### src/rtl/wbcon_pkg.sv
// Shared definitions for the wbcon Wishbone-to-CSR responder.
//   state_t       : responder FSM states
//   resp_code_t   : which Wishbone strobe (if any) the RESP state drives
package wbcon_pkg;

  typedef enum logic [1:0] {
    ST_IDLE     = 2'd0,
    ST_CSR_WAIT = 2'd1,
    ST_RESP     = 2'd2
  } state_t;

  typedef logic [1:0] resp_code_t;

  localparam resp_code_t RESP_NONE = 2'd0;
  localparam resp_code_t RESP_ACK  = 2'd1;
  localparam resp_code_t RESP_ERR  = 2'd2;
  localparam resp_code_t RESP_RTY  = 2'd3;

endpackage

### src/rtl/wbcon_csr_target.sv
// Wishbone B4 pipelined slave that terminates one transfer at a time and turns it
// into a req/done access on a simple CSR register port. Out-of-range addresses and
// CSR logic that never answers both end in ERR so the master cannot hang.
//
// Ports
//   i_clk, i_rst                 clock, synchronous active-high reset
//   i_wb_cyc/stb/we/adr/dat/sel  Wishbone request
//   o_wb_stall/ack/err/rty/dat   Wishbone response (stall is combinational)
//   o_csr_req/we/addr/wdata/wmask CSR request, held stable until done
//   i_csr_done/rdata/err/rty     CSR completion, sampled only while o_csr_req=1
//
// state    | meaning
// ---------+-------------------------------------------------------------
// IDLE     | ready for a transfer, stall low
// CSR_WAIT | CSR request outstanding, waiting for done or timeout
// RESP     | one-cycle Wishbone strobe (suppressed if the cycle was aborted)
module wbcon_csr_target
  import wbcon_pkg::*;
#(
  parameter int WB_ADDR_WIDTH  = 24,
  parameter int WB_DATA_WIDTH  = 32,
  parameter int WB_SEL_WIDTH   = (WB_DATA_WIDTH + 7) / 8,
  parameter int CSR_ADDR_WIDTH = 8,
  parameter int TIMEOUT_CYCLES = 255
) (
  input  logic                      i_clk,
  input  logic                      i_rst,
  input  logic                      i_wb_cyc,
  input  logic                      i_wb_stb,
  output logic                      o_wb_stall,
  output logic                      o_wb_ack,
  output logic                      o_wb_err,
  output logic                      o_wb_rty,
  input  logic                      i_wb_we,
  input  logic [WB_ADDR_WIDTH-1:0]  i_wb_adr,
  input  logic [WB_DATA_WIDTH-1:0]  i_wb_dat,
  input  logic [WB_SEL_WIDTH-1:0]   i_wb_sel,
  output logic [WB_DATA_WIDTH-1:0]  o_wb_dat,
  output logic                      o_csr_req,
  output logic                      o_csr_we,
  output logic [CSR_ADDR_WIDTH-1:0] o_csr_addr,
  output logic [WB_DATA_WIDTH-1:0]  o_csr_wdata,
  output logic [WB_SEL_WIDTH-1:0]   o_csr_wmask,
  input  logic                      i_csr_done,
  input  logic [WB_DATA_WIDTH-1:0]  i_csr_rdata,
  input  logic                      i_csr_err,
  input  logic                      i_csr_rty
);

  localparam int CNT_W = $clog2(TIMEOUT_CYCLES + 1);
  localparam logic [CNT_W-1:0] CNT_LAST = CNT_W'(TIMEOUT_CYCLES - 1);

  state_t                    state_q, state_d;
  logic [CNT_W-1:0]          cnt_q, cnt_d;
  logic                      abort_q, abort_d;
  logic                      ack_q, ack_d;
  logic                      err_q, err_d;
  logic                      rty_q, rty_d;
  logic [WB_DATA_WIDTH-1:0]  dat_q, dat_d;
  logic                      req_q, req_d;
  logic                      we_q, we_d;
  logic [CSR_ADDR_WIDTH-1:0] addr_q, addr_d;
  logic [WB_DATA_WIDTH-1:0]  wdata_q, wdata_d;
  logic [WB_SEL_WIDTH-1:0]   wmask_q, wmask_d;

  resp_code_t resp_code;
  logic       abort_now;
  logic       addr_hi_nz;

  assign addr_hi_nz = |i_wb_adr[WB_ADDR_WIDTH-1:CSR_ADDR_WIDTH];
  assign abort_now  = abort_q | ~i_wb_cyc;

  always_comb begin
    state_d   = state_q;
    cnt_d     = cnt_q;
    abort_d   = abort_q;
    dat_d     = dat_q;
    req_d     = req_q;
    we_d      = we_q;
    addr_d    = addr_q;
    wdata_d   = wdata_q;
    wmask_d   = wmask_q;
    resp_code = RESP_NONE;

    case (state_q)
      ST_IDLE: begin
        abort_d = 1'b0;
        cnt_d   = '0;
        if (i_wb_cyc && i_wb_stb) begin
          we_d    = i_wb_we;
          addr_d  = i_wb_adr[CSR_ADDR_WIDTH-1:0];
          wdata_d = i_wb_dat;
          wmask_d = i_wb_we ? i_wb_sel : '0;
          if (addr_hi_nz) begin
            state_d   = ST_RESP;
            resp_code = RESP_ERR;
            if (!i_wb_we) dat_d = '0;
          end else if (i_wb_sel == '0) begin
            // Nothing to access: complete immediately, read data left untouched.
            state_d   = ST_RESP;
            resp_code = RESP_ACK;
          end else begin
            state_d = ST_CSR_WAIT;
            req_d   = 1'b1;
          end
        end
      end

      ST_CSR_WAIT: begin
        abort_d = abort_now;
        if (i_csr_done) begin
          // done in the expiry cycle lands here, so it beats the timeout
          req_d   = 1'b0;
          state_d = ST_RESP;
          if (i_csr_err) begin
            resp_code = RESP_ERR;
            if (!we_q) dat_d = '0;
          end else if (i_csr_rty) begin
            resp_code = RESP_RTY;
            if (!we_q) dat_d = '0;
          end else begin
            resp_code = RESP_ACK;
            if (!we_q) dat_d = i_csr_rdata;
          end
        end else begin
          cnt_d = cnt_q + 1'b1;
          if (cnt_q == CNT_LAST) begin
            req_d     = 1'b0;
            state_d   = ST_RESP;
            resp_code = RESP_ERR;
            if (!we_q) dat_d = '0;
          end
        end
      end

      ST_RESP: begin
        state_d = ST_IDLE;
        abort_d = 1'b0;
      end

      default: begin
        state_d = ST_IDLE;
        req_d   = 1'b0;
        abort_d = 1'b0;
      end
    endcase

    // An aborted cycle still finishes its CSR access but never drives a strobe.
    if (state_q == ST_CSR_WAIT && abort_now) resp_code = RESP_NONE;

    ack_d = (resp_code == RESP_ACK);
    err_d = (resp_code == RESP_ERR);
    rty_d = (resp_code == RESP_RTY);
  end

  always_ff @(posedge i_clk) begin
    if (i_rst) begin
      state_q <= ST_IDLE;
      cnt_q   <= '0;
      abort_q <= 1'b0;
      ack_q   <= 1'b0;
      err_q   <= 1'b0;
      rty_q   <= 1'b0;
      dat_q   <= '0;
      req_q   <= 1'b0;
      we_q    <= 1'b0;
      addr_q  <= '0;
      wdata_q <= '0;
      wmask_q <= '0;
    end else begin
      state_q <= state_d;
      cnt_q   <= cnt_d;
      abort_q <= abort_d;
      ack_q   <= ack_d;
      err_q   <= err_d;
      rty_q   <= rty_d;
      dat_q   <= dat_d;
      req_q   <= req_d;
      we_q    <= we_d;
      addr_q  <= addr_d;
      wdata_q <= wdata_d;
      wmask_q <= wmask_d;
    end
  end

  assign o_wb_stall  = (state_q != ST_IDLE);
  assign o_wb_ack    = ack_q;
  assign o_wb_err    = err_q;
  assign o_wb_rty    = rty_q;
  assign o_wb_dat    = dat_q;
  assign o_csr_req   = req_q;
  assign o_csr_we    = we_q;
  assign o_csr_addr  = addr_q;
  assign o_csr_wdata = wdata_q;
  assign o_csr_wmask = wmask_q;

endmodule

### config.mk
export PLATFORM = sky130hd
export DESIGN_NAME = wbcon_csr_target
export DESIGN_NICKNAME = d
export VERILOG_FILES = /design/src/rtl/wbcon_pkg.sv /design/src/rtl/wbcon_csr_target.sv
export SDC_FILE = /design/constraint.sdc
export NUM_CORES = 1
export LEC_CHECK = 0
export CORE_MARGIN = 1
export CORE_UTILIZATION = 41
export CTS_CLUSTER_DIAMETER = 80
export DETAILED_ROUTE_END_ITERATION = 7
export HOLD_SLACK_MARGIN = 0.15
export PLACE_DENSITY = 0.84
export SLEW_MARGIN = 10
export SYNTH_ARGS = -nofsm -noshare
export SYNTH_HDL_FRONTEND = slang
export SYNTH_SLANG_ARGS = --single-unit
### constraint.sdc
create_clock -name i_clk -period 2 [get_ports i_clk]
set_input_delay 0.3 -clock i_clk [delete_from_list [all_inputs] [get_ports i_clk]]
set_output_delay 0.3 -clock i_clk [all_outputs]
set_load 0.02 [all_outputs]
# After elaboration in Yosys (flattened, before gate mapping)
# Index checks and enable logic that the tools add are counted.
# word_totals
register_bits	92
input_bits	100
# classes
n_addsub	1
eq_ne	14
n_mux	34
bitwise	4
n_reduce_logical	13
# ops
cell	count
32-bit two-way mux	9
32-bit one-hot mux with 2 select lines	1
2-bit two-way mux	12
8-bit one-hot mux with 2 select lines	1
16-bit OR reduction	1
2-bit != test, second input constant	6
8-bit by 1-bit adder with 8-bit output, second input constant	1
8-bit equality test, second input constant	1
8-bit two-way mux	1
2-bit one-hot mux with 2 select lines	2
2-bit equality test, second input constant	3
1-bit two-way mux	6
2-bit AND reduction	3
6-bit AND reduction	1
5-bit != test, second input constant	1
5-bit AND reduction	1
2-bit by 1-bit equality test with 1-bit output, second input constant	2
4-bit zero test	1
4-bit two-way mux	1
2-bit nonzero test	2
3-bit != test, second input constant	1
1-bit NOT	3
1-bit one-hot mux with 3 select lines	1
1-bit logical AND	2
3 further kinds	3

# Logic depth before layout (Yosys ltp)
# Gate-level depths: netlist of the first run.
# logic_depth
word_depth	7
ltp_mapped	7
ltp_nobuf	6

# Worst setup path after synthesis of the first run
# Ideal clock, no wire load.
# synth_timing
path_type	register to register
startpoint	register cnt_q[0]
endpoint	register dat_q[10] (netlist: o_wb_dat[10])
setup_ns	0.087
t_arrival_ns	1.551
t_required_ns	1.913
slack_ns	0.362
path_stages_with_launch	8
synth_period_minus_slack_ns	1.638
cell_sequence	dfxtp_1 > inv_1 > ha_1 > and4_1 > a211oi_4 > buf_2 > a32oi_1 > o31ai_1
# synth_via
elab_chain_len	3
# synth_lines
element	line_no	text
start: declaration	wbcon_csr_target.sv:54	logic [CNT_W-1:0] cnt_q, cnt_d;
start signal: assignment	wbcon_csr_target.sv:172	cnt_q <= cnt_d;
8-bit equality test	wbcon_csr_target.sv:127	if (cnt_q == CNT_LAST) begin
3-bit != test (no source line)	--	
6-bit AND reduction (no source line)	--	
end signal: assignment	wbcon_csr_target.sv:177	dat_q <= dat_d;
end: declaration	wbcon_csr_target.sv:59	logic [WB_DATA_WIDTH-1:0] dat_q, dat_d;
# Every way passes these cells.
# A chain may end at the register's enable or synchronous reset.

# Final worst setup path of the first run
# layout_timing
startpoint	register cnt_q[0]
endpoint	register dat_q[17] (netlist: o_wb_dat[17])
# The elaborated chain is that of the path after synthesis.

==> results of run 1 <==
## metal layers
metal  GRT usage [%]  vias to the layer above
met1            27.0                     1821
met2            39.3                      157
met3            7.30                       16
met4            7.69                        0
li1                -                     1914
met5               0                        -
## cells in the mapped netlist (all sizes together), types with 4 or more instances
| cell | number |
|---|---|
| a21oi | 47 |
| nor4 | 7 |
| dfxtp | 92 |
| a32oi | 32 |
| nor3 | 4 |
| nand2 | 124 |
| nand3 | 5 |
| nand2b | 4 |
| nor3b | 5 |
| nor2 | 13 |
| buf | 25 |
| clkbuf | 12 |
| o31ai | 34 |
## flip-flops by register name (all words and copies together), names as in the netlist
register / count
o_csr_we: 1
abort_q: 1
o_csr_wdata: 32
o_wb_rty: 1
o_wb_err: 1
o_wb_dat: 32
state_q: 2
o_csr_addr: 8
o_wb_ack: 1
o_csr_wmask: 4
cnt_q: 8
o_csr_req: 1
## layout by cell type, fill, tap and decap left out, drive strengths merged
master,synthesis,routed
a21o,1,1
nor3,4,4
dlygate4sd2,0,1
nand2b,4,4
clkbuf,12,9
nand3,5,5
mux2,1,1
bufinv,0,1
o32ai,1,1
a41oi,1,1
and2,1,1
ha,2,2
nor4,7,7
xor2,2,2
nor2b,2,2
nor2,13,13
a32oi,32,32
inv,3,5
and3,2,2
clkdlybuf4s50,0,179
nand4,3,3
clkinv,0,3
xnor2,3,3
o31ai,34,34
a22oi,3,3
buf,25,18
a211o,1,1
dfxtp,92,92
clkinvlp,0,1
a211oi,2,2
and4,3,3
nand2,124,124
a21oi,47,47
nor4b,2,2
nor3b,5,5
a2111oi,1,1
and3b,1,1
## path summary, 6_finish.rpt
check	from	cells past startpoint	slack, ns	to
hold reg to reg	o_csr_wmask[1]	2	0.46	o_csr_wmask[1]
hold / removal	i_rst	2	0.39	o_csr_wdata[25]
setup / recovery	cnt_q[0]	7	0.20	o_wb_dat[17]
setup reg to reg	cnt_q[0]	7	0.20	o_wb_dat[17]
## layout make-up
type,count,area share [%]
clock inverters,7,1.24
multi-input cells,307,29.8
flip-flops and latches,92,31.0
clock buffers,9,2.09
repair buffers,198,33.4
well taps,108,2.28
inverters,3,0.190
## worst reg2reg max path: cells and delay by family, from the launching register on
family,cells,cell delay [ns]
AOI/OAI and AO/OA,3,0.56
adders and majority gates,1,0.21
buffers and inverters,2,0.30
DFF,1,0.43
and+or+nand+nor,1,0.23
## repair_timing
action	in CTS	in global routing
setup endpoints to repair	1	0
endpoints found under the hold margin	0	0
gates resized for setup	1	0
## stage by stage
stage	area [µm²]	setup WS (ns)
final	5940	0.196
after global routing	5940	0.0250
after CTS	5940	0.182
after detailed placement	5740	0.0836
after global placement	5740	0.128
after floorplan	3830	0.362
## logic make-up (layout without fill, tap and decap cells)
group                    count (synthesis)  after routing
flip-flops                              92             92
XOR/XNOR                                 5              5
AND/OR/NAND/NOR                        176            176
adder cells (fa/ha/maj)                  2              2
AO/OA/AOI/OAI                          123            123
buffers and inverters                   40            217
multiplexers                             1              1
## power groups by stage
stage | Sequential [W] | Combinational (W) | Clock (W)
floorplan | 0.00199 | 0.000159 | 0
global placement | 0.00194 | 0.000539 | 0
detailed placement | 0.00194 | 0.000544 | 0
CTS | 0.00190 | 0.000547 | 0.00128
global route | 0.00190 | 0.000584 | 0.00135
finish | 0.00189 | 0.000545 | 0.00125
==> flow_metrics.tcl, run 1 <==
set metrics [dict create \
    yosys.area_share.simple_pct 21.3 \
    yosysWarnings 0 \
    fp.dieH_um 98.7 \
    peakVddDrop_mv 0.387 \
    avgSynthCellArea_um2 8.73 \
    dp_hpwl_mm 7.98 \
    root_buffer "clkbuf_8" \
    holdBufCountCts 0 \
    synthAdderAreaFrac_pct 0.653 \
    worst_pin_slew_ns 0.446 \
    grt_max_degree 47 \
    synthToLayoutAreaGrowth_pct 55.0 \
    max_stage_delay_ns 0.43 \
    syn_nets 541 \
    nFillCells 712 \
    min_period_ns 1.80 \
    synth_area_mm2 0.00383 \
    die_x_um 98.7 \
    wl_met2_mm 5.31 \
    clk_transition_reported_paths_ns 0.10 \
    met1_length_mm 4.61 \
    fin_util_pct 66.8 \
    p_seq_share_pct 51.3 \
    vias_per_cell 5.40 \
    grt_overflow 0 \
    synth_top_family_by_area "compound AO/OA/AOI/OAI gates" \
    slew_viol_final 0 \
    drv_cap 0 \
    start_util_pct 43.1 \
    synth-main-ff-cell "dfxtp_1" \
    final_nets 713 \
    ioPinCount 182 \
    ys_seq_elements 92 \
    whs_ns 0.389 \
    slew_headroom_pct 70.3 \
    final_layout_size_suffix_gt1_share_pct 7.63 \
    fmax_mhz 554 \
    status "finished clean" \
    cts_inserted_buffers 9 \
    p_int_w 0.00276 \
    n_antenna_cell 0 \
    wire_per_inst_um 15.2 \
    instances_no_fill 724 \
    ys_top_cells_by_area "dfxtp_1, nand2_1, a32oi_1" \
    grt_pass1_vias 3794 \
    dr.pass1.iters 4 \
    swShare_pct 25.3 \
    finalCritPeriodShare_pct 90.2 \
    crit_buf_inv 2 \
    dpl.cell_count 708 \
    worstSetupStartpointType "register" \
    finalSetupViolCount 0 \
    cp_data_arrival_time_ns 2.07 \
    gp_congestion 0.799 \
    power.density_mw_per_mm2 622 \
    syn_inst 439 \
    synth_top_cell_area_share_pct 48.1 \
    power.share.clock_pct 33.9 \
    path_class "reg2reg" \
    p_leak_nw 2.03 \
    crit_path_cell_trace "inv_1 -> ha_1 -> and4_1 -> a211oi_4 -> buf_12 -> a32oi_1 -> o31ai_1" \
    tns_ns 0 \
    p_total_w 0.00369 \
    dr.first_iter.drc_count 120 \
    grt_pass1_wl_mm 17.9 \
    antenna_found_initial 0 \
    crit_path_end_kind "register" \
    num_vias 3908 \
    synth_xor_area_share_pct 1.14 \
    synth_async_sr_flop_share_pct 0 \
    yosys.area.top_type "dfxtp_1" \
    post-cts-setup-buffers 0 \
    ys_types 42 \
    ant_nets 0 \
    wl_met3_um 878 \
    synth-edff-count 0 \
    skew_ns 0.00822 \
    cp_max_fo 32 \
    synth_compound_area_share_pct 22.5 \
    numClockSinks 92 \
    drc 0 \
    finalWirelength_mm 11.0 \
    hold_viol_final 0 \
    htreeDepth 3 \
    rsz0062_at_grt "no" \
    p_switching_w 0.000935 \
    num_rows 34 \
    cts_tree "built" \
    required_ns 2.26 \
    grt_util_all_layers_pct 22.8 \
    regArea_mm2 0.00184 \
    core_area_mm2 0.00889 \
    multi_input_area_mm2 0.00177 \
    slowest_stage "dfxtp_1" \
    maxUsedRoutingLayer "met4" \
    clockBufferDepth 2 \
    hold_class "in2reg" \
    worstSkewPairLatency_ns 0.35 \
    synth.yosys.seq_area_share_pct 48.1 \
    crit_family "compound AO/OA/AOI/OAI gates" \
    die_area_mm2 0.00973 \
    portBuffers 181 \
    synth_mux_area_share_pct 0.294 \
    share_comb_of_total_power_pct 14.8 \
]
No activity file was read; power rests on OpenSTA's default activity.
==> run 2, diff against run 1 <==
Settings changed: SLEW_MARGIN 10 to 30.
Clock period 2 ns to 1.9 ns, I/O delays scaled along.
==> run 2 against run 1 <==
Against the previous run:
- wire length is 1.2% lower
- fmax is 3.1% higher
- global-route usage is 0.45 points lower
- utilization is 0.056 points lower
- via count is 1.2% lower
- sequential power is 6% higher
- count of clock-buffer cells in the layout is 1 higher
- critical path type unchanged
- largest cell class unchanged
- largest power group unchanged
==> flow_metrics.tcl, run 2 (synthesis results as in run 1) <==
set metrics [dict create \
    stdcell_area_mm2 0.00593 \
    core_area_mm2 0.00889 \
    placed_area_mm2 0.00575 \
    n_antenna_cell 0 \
    cts_inserted_buffers 9 \
    slew_headroom_pct 70.5 \
    hold_class "in2reg" \
    rsz0062_at_grt "no" \
    holdPathStages 3 \
    drc 0 \
    final_layout_size_suffix_gt1_share_pct 7.94 \
    nFillCells 725 \
    gp_congestion 0.779 \
    root_buffer "clkbuf_8" \
    hold_viol_final 0 \
    ant_nets 0 \
    r2r_cells 7 \
    worst_pin_slew_ns 0.439 \
    crit_path_cell_trace "inv_1 -> ha_1 -> and4_1 -> a211oi_4 -> buf_12 -> a32oi_1 -> o31ai_1" \
    htreeDepth 3 \
    num_rows 34 \
    p_seq_share_pct 52.7 \
    post-cts-setup-buffers 0 \
    reg2reg_from "cnt_q[0]" \
    final_cell_mix "clkdlybuf4s50_1, nand2_1, dfxtp_1, a21oi_1, o31ai_1" \
    crit_family "compound AO/OA/AOI/OAI gates" \
    finalCritPeriodShare_pct 92.1 \
    holdBufCountCts 0 \
    final_nets 714 \
    path_class "reg2reg" \
    slew_viol_final 0 \
    reg2reg_to "o_wb_dat[6]" \
    grt_pass1_wl_mm 17.7 \
    worstSkewPairLatency_ns 0.35 \
    vias_per_cell 5.33 \
    worst_slack_ns 0.149 \
    instances_no_fill 725 \
    grt_pass1_vias 3754 \
    dpl.cell_count 709 \
    slowest_stage "dfxtp_2" \
    fin_util_pct 66.7 \
    p_int_w 0.00281 \
    power.share.clock_pct 32.2 \
    num_vias 3863 \
    p_switching_w 0.000979 \
    finalSetupViolCount 0 \
    grt_util_all_layers_pct 22.4 \
    swShare_pct 25.9 \
    numClockSinks 92 \
    fp.dieH_um 98.7 \
    cp_data_arrival_time_ns 2.01 \
    skew_ns 0.0120 \
    p_leak_nw 2.02 \
    dp_hpwl_mm 7.99 \
    finalWirelength_mm 10.9 \
    dp_slack_ns -0.00111 \
    min_period_ns 1.75 \
    dr.pass1.iters 4 \
    share_comb_of_total_power_pct 15.1 \
    status "finished clean" \
    grt_max_degree 47 \
    worstSetupStartpointType "register" \
    start_util_pct 43.1 \
    tns_ns 0 \
    final_common_cell "clkdlybuf4s50_1" \
    rrSetupSlack_ns 0.15 \
    die_x_um 98.7 \
    cp_max_fo 32 \
    crit_path_end_kind "register" \
    max_stage_delay_ns 0.39 \
    die_area_mm2 0.00973 \
    power.density_mw_per_mm2 638 \
    wire_per_inst_um 15.0 \
    dr.first_iter.drc_count 138 \
    ioPinCount 182 \
    hold_end "o_wb_err" \
    synthToLayoutAreaGrowth_pct 54.9 \
    peakVddDrop_mv 0.401 \
    antenna_found_initial 0 \
    worstHoldStart "i_rst" \
    required_ns 2.16 \
    crit_buf_inv 2 \
    portBuffers 181 \
    drv_cap 0 \
    cts_tree "built" \
    grt_overflow 0 \
    clockBufferDepth 2 \
    clk_transition_reported_paths_ns 0.09 \
    fmax_mhz 571 \
]
[run 2: cell types whose count changed in the layout (fill, tap and decap cells not counted)]
cell / previous run / this run
clkbuf_8: 9 / 10
clkinv_2: 2 / 1
dfxtp_2: 0 / 1
bufinv_16: 1 / 0
clkinvlp_4: 1 / 2
dfxtp_1: 92 / 91
buf_4: 13 / 14
[run 2: timing repair]
action                     4_1_cts  5_1_grt
setup endpoints to repair        1       22
hold endpoints to repair         0        0
resized for setup                1        1
[run 2: cell type report]
cell class | count | area (µm²) | share of cell area, %
clock buffer | 10 | 138 | 2.32
clock inverter | 6 | 46.3 | 0.780
inverter | 3 | 11.3 | 0.190
multi-input combinational | 307 | 1770 | 29.8
sequential | 92 | 1840 | 31.1
tap | 108 | 135 | 2.28
timing repair buffer | 199 | 1990 | 33.6
[run 2: power by group through the flow]
| stage | registers (W) | logic, W | clock network (W) |
|---|---|---|---|
| CTS | 0.00200 | 0.000575 | 0.00126 |
| finish | 0.00200 | 0.000573 | 0.00122 |
| detailed placement | 0.00204 | 0.000572 | 0 |
| floorplan | 0.00209 | 0.000167 | 0 |
| global route | 0.00200 | 0.000615 | 0.00133 |
| global placement | 0.00204 | 0.000566 | 0 |
[run 2: how the worst max path moves through the flow]
stage                 startpoint      endpoint  depth (start not counted)
detailed placement  i_wb_adr[11]  o_wb_dat[30]                          6
global placement    i_wb_adr[11]   o_wb_dat[2]                          6
CTS                     cnt_q[0]   o_wb_dat[6]                          7
floorplan               cnt_q[0]  o_wb_dat[10]                          7
finish                  cnt_q[0]   o_wb_dat[6]                          7
global route            cnt_q[0]  o_wb_dat[20]                          7
[run 2: metal layers]
layer	GRT usage, %	up-vias	routed length (µm)
met5	0	-	0
li1	-	1915	-
met3	6.17	14	900
met2	39.3	158	5380
met1	26.6	1776	4440
met4	7.12	0	154
[run 2: stage by stage]
stage / hold slack, ns / power (W)
2_1_floorplan: 0.404 / 0.00226
3_3_place_gp: 0.441 / 0.00260
3_5_place_dp: 0.446 / 0.00261
4_1_cts: 0.363 / 0.00383
5_1_grt: 0.399 / 0.00395
6_report: 0.370 / 0.00379
[run 2: tightest hold or removal path: cells and delay by family]
family / cells / cell delay [ns]
AOI/OAI and AO/OA: 1 / 0.17
and+or+nand+nor: 1 / 0.06
buffers and inverters: 1 / 0.16
==> run 3, diff against run 2 <==
Settings changed: GPL_TIMING_DRIVEN set to 1.
==> results of run 3 <==
Final layout, timing and power as in run 2 (identical DEF).
